--- src/rtl/fetch_unit.sv ---
// fetch_unit: instruction-fetch front end.
//
// Owns the program counter, presents it as a byte address to an asynchronous
// word-addressed instruction memory, and queues {pc, word} pairs in a small
// FIFO that feeds the decoder over a valid/ready handshake. Execute/CSR logic
// restarts fetch through a one-cycle redirect that also flushes the FIFO.
//
// Optional build macro: FETCH_MISALIGN_TRAP_EN
//   defined   - a redirect to a non-word-aligned target halts fetch and raises
//               misalign_err (registered) until an aligned redirect or reset.
//   undefined - redirect_pc[1:0] is ignored (forced to 2'b00), misalign_err = 0.
//
// Parameters:
//   RESET_PC        fetch address after reset (word-aligned)
//   DEPTH           FIFO entries (power of two, >= 2)
//
// Ports:
//   clk             sole clock, rising edge
//   rst             synchronous active-high reset
//   imem_addr       byte address to instruction memory (current fetch pc)
//   imem_data       instruction word at imem_addr, same cycle
//   redirect_valid  one-cycle request to restart fetch at redirect_pc
//   redirect_pc     new fetch target
//   inst_valid      FIFO head holds an instruction
//   inst_ready      decoder accepts head this cycle
//   inst_out        head instruction word
//   inst_pc         pc of head instruction
//   fifo_count      occupied FIFO entries
//   misalign_err    fetch halted on a misaligned target

module fetch_unit #(
    parameter logic [31:0] RESET_PC = 32'h0000_0000,
    parameter int unsigned DEPTH    = 2
) (
    input  logic                         clk,
    input  logic                         rst,
    output logic [31:0]                  imem_addr,
    input  logic [31:0]                  imem_data,
    input  logic                         redirect_valid,
    input  logic [31:0]                  redirect_pc,
    output logic                         inst_valid,
    input  logic                         inst_ready,
    output logic [31:0]                  inst_out,
    output logic [31:0]                  inst_pc,
    output logic [$clog2(DEPTH+1)-1:0]   fifo_count,
    output logic                         misalign_err
);

    localparam int unsigned PtrW = $clog2(DEPTH);
    localparam int unsigned CntW = $clog2(DEPTH + 1);
    localparam logic [CntW-1:0] DepthC = CntW'(DEPTH);

    typedef enum logic [0:0] {
        StRun,
        StHalt
    } state_e;

    state_e              state_q, state_d;
    logic [31:0]         fetch_pc_q, fetch_pc_d;
    logic [PtrW-1:0]     head_q, head_d;
    logic [PtrW-1:0]     tail_q, tail_d;
    logic [CntW-1:0]     count_q, count_d;
    logic [31:0]         entry_pc_q   [DEPTH];
    logic [31:0]         entry_pc_d   [DEPTH];
    logic [31:0]         entry_word_q [DEPTH];
    logic [31:0]         entry_word_d [DEPTH];

    logic                halted;
    logic                pop;
    logic                push;
    logic [31:0]         redirect_tgt;
    logic                redirect_mis;

`ifdef FETCH_MISALIGN_TRAP_EN
    assign redirect_tgt = redirect_pc;
    assign redirect_mis = |redirect_pc[1:0];
    // Registered: goes high the cycle after the misaligned redirect.
    assign misalign_err = (state_q == StHalt);
`else
    logic unused_redirect_lsb;
    assign unused_redirect_lsb = ^redirect_pc[1:0];
    assign redirect_tgt = {redirect_pc[31:2], 2'b00};
    assign redirect_mis = 1'b0;
    assign misalign_err = 1'b0;
`endif

    assign halted     = (state_q == StHalt);
    assign imem_addr  = fetch_pc_q;
    assign inst_valid = (count_q != '0);
    assign inst_out   = entry_word_q[head_q];
    assign inst_pc    = entry_pc_q[head_q];
    assign fifo_count = count_q;

    assign pop  = inst_valid & inst_ready;
    // A pop frees the head slot this cycle, so a full FIFO can still accept.
    assign push = !halted & !redirect_valid & ((count_q < DepthC) | pop);

    always_comb begin
        state_d      = state_q;
        fetch_pc_d   = fetch_pc_q;
        head_d       = head_q;
        tail_d       = tail_q;
        count_d      = count_q;
        entry_pc_d   = entry_pc_q;
        entry_word_d = entry_word_q;

        if (redirect_valid) begin
            // Flush wins over any same-cycle push or pop.
            head_d     = '0;
            tail_d     = '0;
            count_d    = '0;
            fetch_pc_d = redirect_tgt;
            state_d    = redirect_mis ? StHalt : StRun;
        end else begin
            if (push) begin
                entry_pc_d[tail_q]   = fetch_pc_q;
                entry_word_d[tail_q] = imem_data;
                tail_d               = tail_q + PtrW'(1);
                fetch_pc_d           = fetch_pc_q + 32'd4;
            end
            if (pop) begin
                head_d = head_q + PtrW'(1);
            end
            unique case ({push, pop})
                2'b10:   count_d = count_q + CntW'(1);
                2'b01:   count_d = count_q - CntW'(1);
                default: count_d = count_q;
            endcase
        end
    end

    always_ff @(posedge clk) begin
        if (rst) begin
            state_q      <= StRun;
            fetch_pc_q   <= RESET_PC;
            head_q       <= '0;
            tail_q       <= '0;
            count_q      <= '0;
            entry_pc_q   <= '{default: '0};
            entry_word_q <= '{default: '0};
        end else begin
            state_q      <= state_d;
            fetch_pc_q   <= fetch_pc_d;
            head_q       <= head_d;
            tail_q       <= tail_d;
            count_q      <= count_d;
            entry_pc_q   <= entry_pc_d;
            entry_word_q <= entry_word_d;
        end
    end

endmodule

--- config.mk ---
export PLATFORM = sky130hd
export DESIGN_NAME = fetch_unit
export DESIGN_NICKNAME = d
export VERILOG_FILES = /design/src/rtl/fetch_unit.sv
export SDC_FILE = /design/constraint.sdc
export NUM_CORES = 1
export LEC_CHECK = 0
export CORE_ASPECT_RATIO = 1.5
export CORE_UTILIZATION = 52
export CTS_BUF_LIST = sky130_fd_sc_hd__clkbuf_8
export DETAILED_ROUTE_END_ITERATION = 16
export GPL_ROUTABILITY_DRIVEN = 0
export PLACE_DENSITY = 0.89
export SYNTH_ARGS = -nofsm -noshare
export SYNTH_HDL_FRONTEND = slang
export SYNTH_SLANG_ARGS = --single-unit
--- constraint.sdc ---
create_clock -name clk -period 2.41 [get_ports clk]
set_input_delay 0.3615 -clock clk [delete_from_list [all_inputs] [get_ports clk]]
set_output_delay 0.3615 -clock clk [all_outputs]
set_load 0.02 [all_outputs]
==> results of run 1 <==
area by class of cell:
type | instances | area, sq um
multi-input combinational | 645 | 3570
clock inverter | 14 | 194
sequential | 158 | 3160
inverter | 6 | 22.5
tap | 159 | 199
clock buffer | 17 | 234
timing repair buffer | 191 | 1930
fill | 989 | 3760
power by group:
group,internal (mW),switching [mW]
sequential,2.73,0.105
combinational,0.449,0.491
clock,1.13,0.973
total,4.30,1.57
kinds of logic (layout without fill, tap and decap cells):
family,Yosys count,count (layout),synth area share (%)
buffers and inverters,85,228,4.96
and+or+nand+nor,386,386,23.9
DFF,158,158,44.8
AOI/OAI and AO/OA,178,178,14.6
xor gates and xnor gates,12,12,1.49
muxes,62,62,9.89
adders and majority gates,2,2,0.355
other,1,5,0.0531
registers in the layout (all words and copies together), names as in the netlist:
register,cells
entry_pc_q,60
entry_word_q,64
fifo_count,2
head_q,1
imem_addr,30
tail_q,1
metal layers:
| layer | global-route usage [%] | wire (microns) |
|---|---|---|
| met5 | 0 | 0 |
| met4 | 13.3 | 715 |
| met3 | 5.09 | 1270 |
| met2 | 49.8 | 10200 |
| met1 | 30.0 | 7340 |
path summary, 6_finish.rpt:
path / from / slack (ps) / endpoint / cells past startpoint
worst max-delay path: head_q$_SDFFE_PP0P_ / 80 / inst_out[4] / 3
worst min-delay path: rst / 440 / entry_pc_q[14]$_SDFFE_PP0P_ / 2
worst max register to register: imem_addr[12]$_SDFFE_PP0P_ / 210 / imem_addr[26]$_SDFFE_PP0P_ / 4
worst min register to register: entry_word_q[47]$_SDFFE_PP0P_ / 450 / entry_word_q[47]$_SDFFE_PP0P_ / 2
cell usage in the layout (no fill, tap or decap), types with 5 or more instances in the layout:
cell type,netlist,final
sky130_fd_sc_hd__buf_12,0,8
sky130_fd_sc_hd__clkdlybuf4s50_1,0,159
sky130_fd_sc_hd__a21oi_1,132,132
sky130_fd_sc_hd__inv_1,5,6
sky130_fd_sc_hd__conb_1,1,5
sky130_fd_sc_hd__nand4_1,10,10
sky130_fd_sc_hd__nor4_1,7,7
sky130_fd_sc_hd__nand2_1,270,270
sky130_fd_sc_hd__dfxtp_1,158,157
sky130_fd_sc_hd__a211oi_1,5,5
sky130_fd_sc_hd__nor2_1,28,28
sky130_fd_sc_hd__clkbuf_8,0,17
sky130_fd_sc_hd__or4_1,12,12
sky130_fd_sc_hd__o21ai_0,6,6
sky130_fd_sc_hd__mux2_2,62,62
sky130_fd_sc_hd__a311oi_1,11,11
sky130_fd_sc_hd__xnor2_1,8,8
sky130_fd_sc_hd__or3_1,8,7
sky130_fd_sc_hd__nor3b_1,5,5
sky130_fd_sc_hd__buf_4,5,24
sky130_fd_sc_hd__nor3_1,11,10
sky130_fd_sc_hd__o31ai_1,9,9
sky130_fd_sc_hd__nand3_1,16,15
==> run_summary.xml, run 1 <==
<?xml version="1.0" encoding="UTF-8"?>
<metrics>
  <group name="timing">
    <metric name="max_clock_skew" unit="ps">10.2</metric>
    <metric name="fin_crit" unit="ps">2330</metric>
    <metric name="worst_slack" unit="ps">76.3</metric>
    <metric name="achievable-frequency" unit="MHz">429</metric>
    <metric name="hold_violations" unit="">0</metric>
    <metric name="totalNegativeSetupSlack" unit="ps">0</metric>
    <metric name="grt_setup_unrepaired" unit="">false</metric>
    <metric name="post-route-period-util" unit="%">96.8</metric>
    <metric name="worstMarginPinSlew" unit="ps">601</metric>
    <metric name="finalSetupViolations" unit="">0</metric>
    <metric name="timing.final.max_slew_violations" unit="">0</metric>
    <metric name="worst_hold_slack" unit="ps">439</metric>
    <metric name="max_slew_margin" unit="%">59.9</metric>
  </group>
  <group name="route">
    <metric name="totalWireLength" unit="mm">19.5</metric>
    <metric name="drc_errors" unit="">0</metric>
    <metric name="first_iter_violations" unit="">306</metric>
    <metric name="route.vias.total" unit="">6834</metric>
    <metric name="routedWlPerCell" unit="microns">16.4</metric>
    <metric name="ant_nets" unit="">0</metric>
    <metric name="drt_pre_antenna_iters" unit="">5</metric>
    <metric name="viasPerCell" unit="">5.74</metric>
  </group>
  <group name="critical_path">
    <metric name="critical_path_buffer_and_inverter_count" unit="">2</metric>
    <metric name="cp_capture_type" unit="">output port</metric>
    <metric name="critical_path.max_fanout" unit="">30</metric>
    <metric name="crit_required" unit="ps">2050</metric>
    <metric name="worst_path_max_delay_cell" unit="">sky130_fd_sc_hd__clkdlybuf4s50_1</metric>
    <metric name="timing_worst_setup_path_type" unit="">reg -&gt; out</metric>
    <metric name="critical_path.cell_chain" unit="">buf_12, mux2_2, clkdlybuf4s50_1</metric>
    <metric name="crit_family" unit="">buffers and inverters</metric>
    <metric name="worst_path_largest_cell_delay" unit="ps">580</metric>
    <metric name="startpoint_class_of_the_critical_path" unit="">flop</metric>
    <metric name="critical_path_arrival" unit="ps">1970</metric>
  </group>
  <group name="die">
    <metric name="number_of_placement_rows" unit="">51</metric>
    <metric name="coreArea" unit="sq um">13100</metric>
    <metric name="io_pins" unit="">168</metric>
    <metric name="floorplan.die.height" unit="microns">145</metric>
    <metric name="die_area" unit="sq um">14100</metric>
    <metric name="floorplan.die.width" unit="microns">97.1</metric>
    <metric name="initial_core_util" unit="%">53.9</metric>
  </group>
  <group name="grt">
    <metric name="largest_net_degree_at_the_start_of_global_routing" unit="">61</metric>
    <metric name="via_count_of_the_first_global_routing_pass" unit="">6504</metric>
    <metric name="antenna_found_initial" unit="">0</metric>
    <metric name="grt_first_pass_wirelength" unit="mm">30.7</metric>
    <metric name="grt.overflow.total" unit="">0</metric>
    <metric name="globalRouteTotalUtil" unit="%">27.1</metric>
  </group>
  <group name="layout">
    <metric name="antenna_cells" unit="">0</metric>
    <metric name="signed_area_change_from_the_synthesized_netlist_to_the_final_layout" unit="%">32.0</metric>
    <metric name="final_util" unit="%">71.2</metric>
    <metric name="num-nets-final" unit="">1089</metric>
    <metric name="post_route_cells_drive_above_1_share" unit="%">12.8</metric>
    <metric name="finalNonFillerCells" unit="">1190</metric>
    <metric name="layout.cell_area.non_filler" unit="sq um">9320</metric>
  </group>
  <group name="logic_synthesis">
    <metric name="most_numerous_cell_in_the_yosys_netlist" unit="">sky130_fd_sc_hd__nand2_1</metric>
    <metric name="post_synth_edffs" unit="">0</metric>
    <metric name="yosysUniqueCellTypes" unit="">45</metric>
    <metric name="share_of_synthesized_area_occupied_by_flip_flops_and_latches" unit="%">44.8</metric>
    <metric name="yosysTopAreaCellShare" unit="%">44.8</metric>
    <metric name="netlist.top_cell.by_area" unit="">sky130_fd_sc_hd__dfxtp_1</metric>
    <metric name="postSynthAreaPerCell" unit="sq um">7.98</metric>
    <metric name="synth.top_cells.by_count" unit="">sky130_fd_sc_hd__nand2_1, sky130_fd_sc_hd__dfxtp_1, sky130_fd_sc_hd__a21oi_1</metric>
    <metric name="synth_cells" unit="">884</metric>
    <metric name="ys_async_sr_fraction" unit="%">0</metric>
    <metric name="ys_dominant_reg_cell" unit="">sky130_fd_sc_hd__dfxtp_1</metric>
    <metric name="ys_ff_latch" unit="">158</metric>
    <metric name="synth_area_leaders" unit="">sky130_fd_sc_hd__dfxtp_1, sky130_fd_sc_hd__nand2_1, sky130_fd_sc_hd__mux2_2, sky130_fd_sc_hd__a21oi_1, sky130_fd_sc_hd__clkbuf_1</metric>
    <metric name="synth.cell_area" unit="sq um">7060</metric>
    <metric name="ys.warnings.count" unit="">0</metric>
  </group>
  <group name="clock_tree">
    <metric name="cts-root-to-sink-buffers" unit="">2</metric>
    <metric name="cts_tree" unit="">yes</metric>
    <metric name="clock_latency" unit="ps">440</metric>
    <metric name="path_clk_slew" unit="ps">90</metric>
    <metric name="post_cts_hold_buffer_count" unit="">0</metric>
    <metric name="cts_resized" unit="">0</metric>
    <metric name="clock_tree.htree_level_count" unit="">4</metric>
    <metric name="cts.repair_timing.setup_buffer_count" unit="">0</metric>
    <metric name="number_of_buffers_added_by_the_clock_tree_synthesis_step" unit="">17</metric>
    <metric name="clock-sinks" unit="">158</metric>
    <metric name="root_buffer" unit="">sky130_fd_sc_hd__clkbuf_8</metric>
  </group>
  <group name="power_and_ir_drop">
    <metric name="fin_total_pwr" unit="mW">5.87</metric>
    <metric name="vdd_ir_drop_max" unit="V">0.000432</metric>
    <metric name="cellLeakagePower" unit="nW">3.30</metric>
    <metric name="cell_pwr_density" unit="nW/um^2">630</metric>
  </group>
  <group name="placement">
    <metric name="place_area" unit="sq um">8890</metric>
    <metric name="portBuffers" unit="">160</metric>
    <metric name="placement.setup.worst_slack" unit="ps">89.0</metric>
    <metric name="dp_cells" unit="">1159</metric>
    <metric name="place_hpwl" unit="mm">13.0</metric>
  </group>
  <group name="status">
    <metric name="status" unit="">completed</metric>
  </group>
  <group name="hold_path">
    <metric name="hold_class" unit="">in -&gt; reg</metric>
  </group>
  <group name="flow_run">
    <metric name="max_cap_violations" unit="">0</metric>
  </group>
</metrics>
Note: power is estimated with default switching activity, not from simulation.
==> inputs of run 2 (changes only) <==
- CORE_ASPECT_RATIO: 1.5 -> not set
- CORE_UTILIZATION: 52 -> 60
- DONT_BUFFER_PORTS: not set -> 1
- PLACE_DENSITY: 0.89 -> 0.82
==> run 2 against run 1 <==
  * Clock power decreased by 10%
  * Total power fell by 8.3%
  * Wire length fell by 2.2%
  * Critical endpoint is now fifo_count[1]$_SDFFE_PP0P_
  * Largest power group unchanged
==> run_summary.xml, run 2 (synthesis results as in run 1) <==
<?xml version="1.0" encoding="UTF-8"?>
<metrics>
  <group name="status">
    <metric name="status" unit="">completed</metric>
  </group>
  <group name="die">
    <metric name="die_area" unit="sq um">12200</metric>
    <metric name="coreArea" unit="sq um">11400</metric>
    <metric name="number_of_placement_rows" unit="">39</metric>
    <metric name="floorplan.die.width" unit="microns">110</metric>
    <metric name="initial_core_util" unit="%">61.8</metric>
    <metric name="io_pins" unit="">168</metric>
    <metric name="floorplan.die.height" unit="microns">110</metric>
  </group>
  <group name="timing">
    <metric name="totalNegativeSetupSlack" unit="ps">0</metric>
    <metric name="max_clock_skew" unit="ps">10.9</metric>
    <metric name="grt_setup_unrepaired" unit="">false</metric>
    <metric name="post-route-period-util" unit="%">96.2</metric>
    <metric name="hold_violations" unit="">0</metric>
    <metric name="fin_crit" unit="ps">2320</metric>
    <metric name="finalSetupViolations" unit="">0</metric>
    <metric name="achievable-frequency" unit="MHz">431</metric>
    <metric name="max_slew_margin" unit="%">60.1</metric>
    <metric name="timing.final.max_slew_violations" unit="">0</metric>
    <metric name="worstMarginPinSlew" unit="ps">596</metric>
  </group>
  <group name="layout">
    <metric name="signed_area_change_from_the_synthesized_netlist_to_the_final_layout" unit="%">13.8</metric>
    <metric name="max_flop_register" unit="">entry_word_q</metric>
    <metric name="fillCellCount" unit="">877</metric>
    <metric name="finalNonFillerCells" unit="">1059</metric>
    <metric name="largest_register_ffs" unit="">64</metric>
    <metric name="antenna_cells" unit="">0</metric>
    <metric name="num-nets-final" unit="">975</metric>
    <metric name="layout_commonest_cell" unit="">sky130_fd_sc_hd__nand2_1</metric>
    <metric name="post_route_cells_drive_above_1_share" unit="%">15.1</metric>
    <metric name="mostFrequentLayoutCells" unit="">sky130_fd_sc_hd__nand2_1, sky130_fd_sc_hd__dfxtp_1, sky130_fd_sc_hd__a21oi_1</metric>
  </group>
  <group name="critical_path">
    <metric name="reg2reg_from" unit="">fifo_count[1]$_SDFFE_PP0P_</metric>
    <metric name="critical_path.cell_chain" unit="">or2_4, and2_1, ha_1, xnor2_2, nor2_1, xnor2_1, nor3_1, dlygate4sd3_1</metric>
    <metric name="register_to_register_setup_slack" unit="ps">90</metric>
    <metric name="reg2reg_to" unit="">fifo_count[1]$_SDFFE_PP0P_</metric>
    <metric name="cp_capture_type" unit="">flop</metric>
    <metric name="crit_required" unit="ps">2750</metric>
    <metric name="critical_path_arrival" unit="ps">2660</metric>
    <metric name="reg2regPathDepth" unit="">8</metric>
    <metric name="critical_path.max_fanout" unit="">5</metric>
    <metric name="worst_path_max_delay_cell" unit="">sky130_fd_sc_hd__dlygate4sd3_1</metric>
    <metric name="critical_path.startpoint" unit="">fifo_count[1]$_SDFFE_PP0P_</metric>
    <metric name="cp-endpoint" unit="">fifo_count[1]$_SDFFE_PP0P_</metric>
    <metric name="startpoint_class_of_the_critical_path" unit="">flop</metric>
    <metric name="worst_path_largest_cell_delay" unit="ps">560</metric>
    <metric name="timing_worst_setup_path_type" unit="">reg -&gt; reg</metric>
  </group>
  <group name="route">
    <metric name="ant_nets" unit="">0</metric>
    <metric name="totalWireLength" unit="mm">19.1</metric>
    <metric name="route.vias.total" unit="">6408</metric>
    <metric name="drt_pre_antenna_iters" unit="">5</metric>
    <metric name="routedWlPerCell" unit="microns">18.0</metric>
    <metric name="drc_errors" unit="">0</metric>
    <metric name="viasPerCell" unit="">6.05</metric>
    <metric name="first_iter_violations" unit="">556</metric>
  </group>
  <group name="power_and_ir_drop">
    <metric name="cellLeakagePower" unit="nW">2.99</metric>
    <metric name="vdd_ir_drop_max" unit="V">0.000593</metric>
    <metric name="cell_pwr_density" unit="nW/um^2">670</metric>
  </group>
  <group name="clock_tree">
    <metric name="path_clk_slew" unit="ps">80</metric>
    <metric name="cts-root-to-sink-buffers" unit="">2</metric>
    <metric name="clock-sinks" unit="">158</metric>
    <metric name="clock_latency" unit="ps">450</metric>
    <metric name="cts.repair_timing.setup_buffer_count" unit="">0</metric>
    <metric name="root_buffer" unit="">sky130_fd_sc_hd__clkbuf_8</metric>
    <metric name="number_of_buffers_added_by_the_clock_tree_synthesis_step" unit="">17</metric>
    <metric name="clock_tree.htree_level_count" unit="">4</metric>
    <metric name="cts_tree" unit="">yes</metric>
  </group>
  <group name="placement">
    <metric name="place_hpwl" unit="mm">11.4</metric>
    <metric name="portBuffers" unit="">0</metric>
    <metric name="dp_cells" unit="">988</metric>
  </group>
  <group name="grt">
    <metric name="grt.overflow.total" unit="">0</metric>
    <metric name="met1_grt_util" unit="%">35.8</metric>
    <metric name="grt.busiest_layer" unit="">met2</metric>
    <metric name="grt_first_pass_wirelength" unit="mm">30.9</metric>
    <metric name="grt_util_met2" unit="%">53.6</metric>
    <metric name="antenna_found_initial" unit="">0</metric>
    <metric name="groute.layer.met3.usage" unit="%">8.84</metric>
    <metric name="via_count_of_the_first_global_routing_pass" unit="">6312</metric>
    <metric name="largest_net_degree_at_the_start_of_global_routing" unit="">112</metric>
    <metric name="globalRouteTotalUtil" unit="%">31.3</metric>
  </group>
  <group name="flow_run">
    <metric name="max_cap_violations" unit="">0</metric>
  </group>
  <group name="hold_path">
    <metric name="hold_class" unit="">in -&gt; reg</metric>
  </group>
</metrics>
## run 2: layer usage
metal	vias up	wire, microns
met1	3012	7490
met3	42	1560
met4	0	541
li1	3039	-
met5	-	0
met2	315	9510
## run 2: timing repair
item,CTS,global route
resized for setup,0,4
setup endpoints to repair,0,4
endpoints found under the hold margin,150,0
hold buffers,41,0
## run 2: layout make-up
cell class	instances	area (sq um)	share of cell area, %
clock buffer	20	275	3.43
multi-input combinational	645	3580	44.6
tap	143	179	2.23
clock inverter	10	97.6	1.21
inverter	6	22.5	0.280
timing repair buffer	77	711	8.85
sequential	158	3170	39.4
## run 2: critical path: cells and delay by family, from the launching register on
| family | cells | cell delay (ps) |
|---|---|---|
| xor gates and xnor gates | 2 | 300 |
| adders and majority gates | 1 | 250 |
| buffers and inverters | 1 | 560 |
| DFF | 1 | 400 |
| and+or+nand+nor | 4 | 700 |
## run 2: how the worst min path moves through the flow
stage	start	endpoint	slack (ps)	cells past startpoint
6_report	imem_data[6]	entry_word_q[38]$_SDFFE_PP0P_	40	2
5_1_grt	imem_data[27]	entry_word_q[27]$_SDFFE_PP0P_	10	2
4_1_cts	imem_data[27]	entry_word_q[27]$_SDFFE_PP0P_	10	2
3_5_place_dp	entry_pc_q[11]$_SDFFE_PP0P_	entry_pc_q[11]$_SDFFE_PP0P_	440	2
3_3_place_gp	entry_pc_q[11]$_SDFFE_PP0P_	entry_pc_q[11]$_SDFFE_PP0P_	430	2
2_1_floorplan	entry_pc_q[10]$_SDFFE_PP0P_	entry_pc_q[10]$_SDFFE_PP0P_	430	2
## run 2: report_power, final
group | internal (mW) | switching [mW]
clock | 0.972 | 0.907
combinational | 0.243 | 0.436
sequential | 2.73 | 0.0968
total | 3.95 | 1.44
## run 2: stage by stage
stage | hold WS (ps) | worst slack, ps | power, mW | util, % | instance area (sq um)
floorplan | 433 | 393 | 3.37 | - | 7070
global placement | 432 | 507 | 3.45 | 63.2 | 7220
detailed placement | 437 | 403 | 3.48 | 63.2 | 7220
CTS | 11.8 | 20.4 | 5.39 | 70.2 | 8020
global route | 12.5 | 32.2 | 5.58 | 70.3 | 8030
finish | 37.0 | 91.9 | 5.38 | 70.3 | 8030
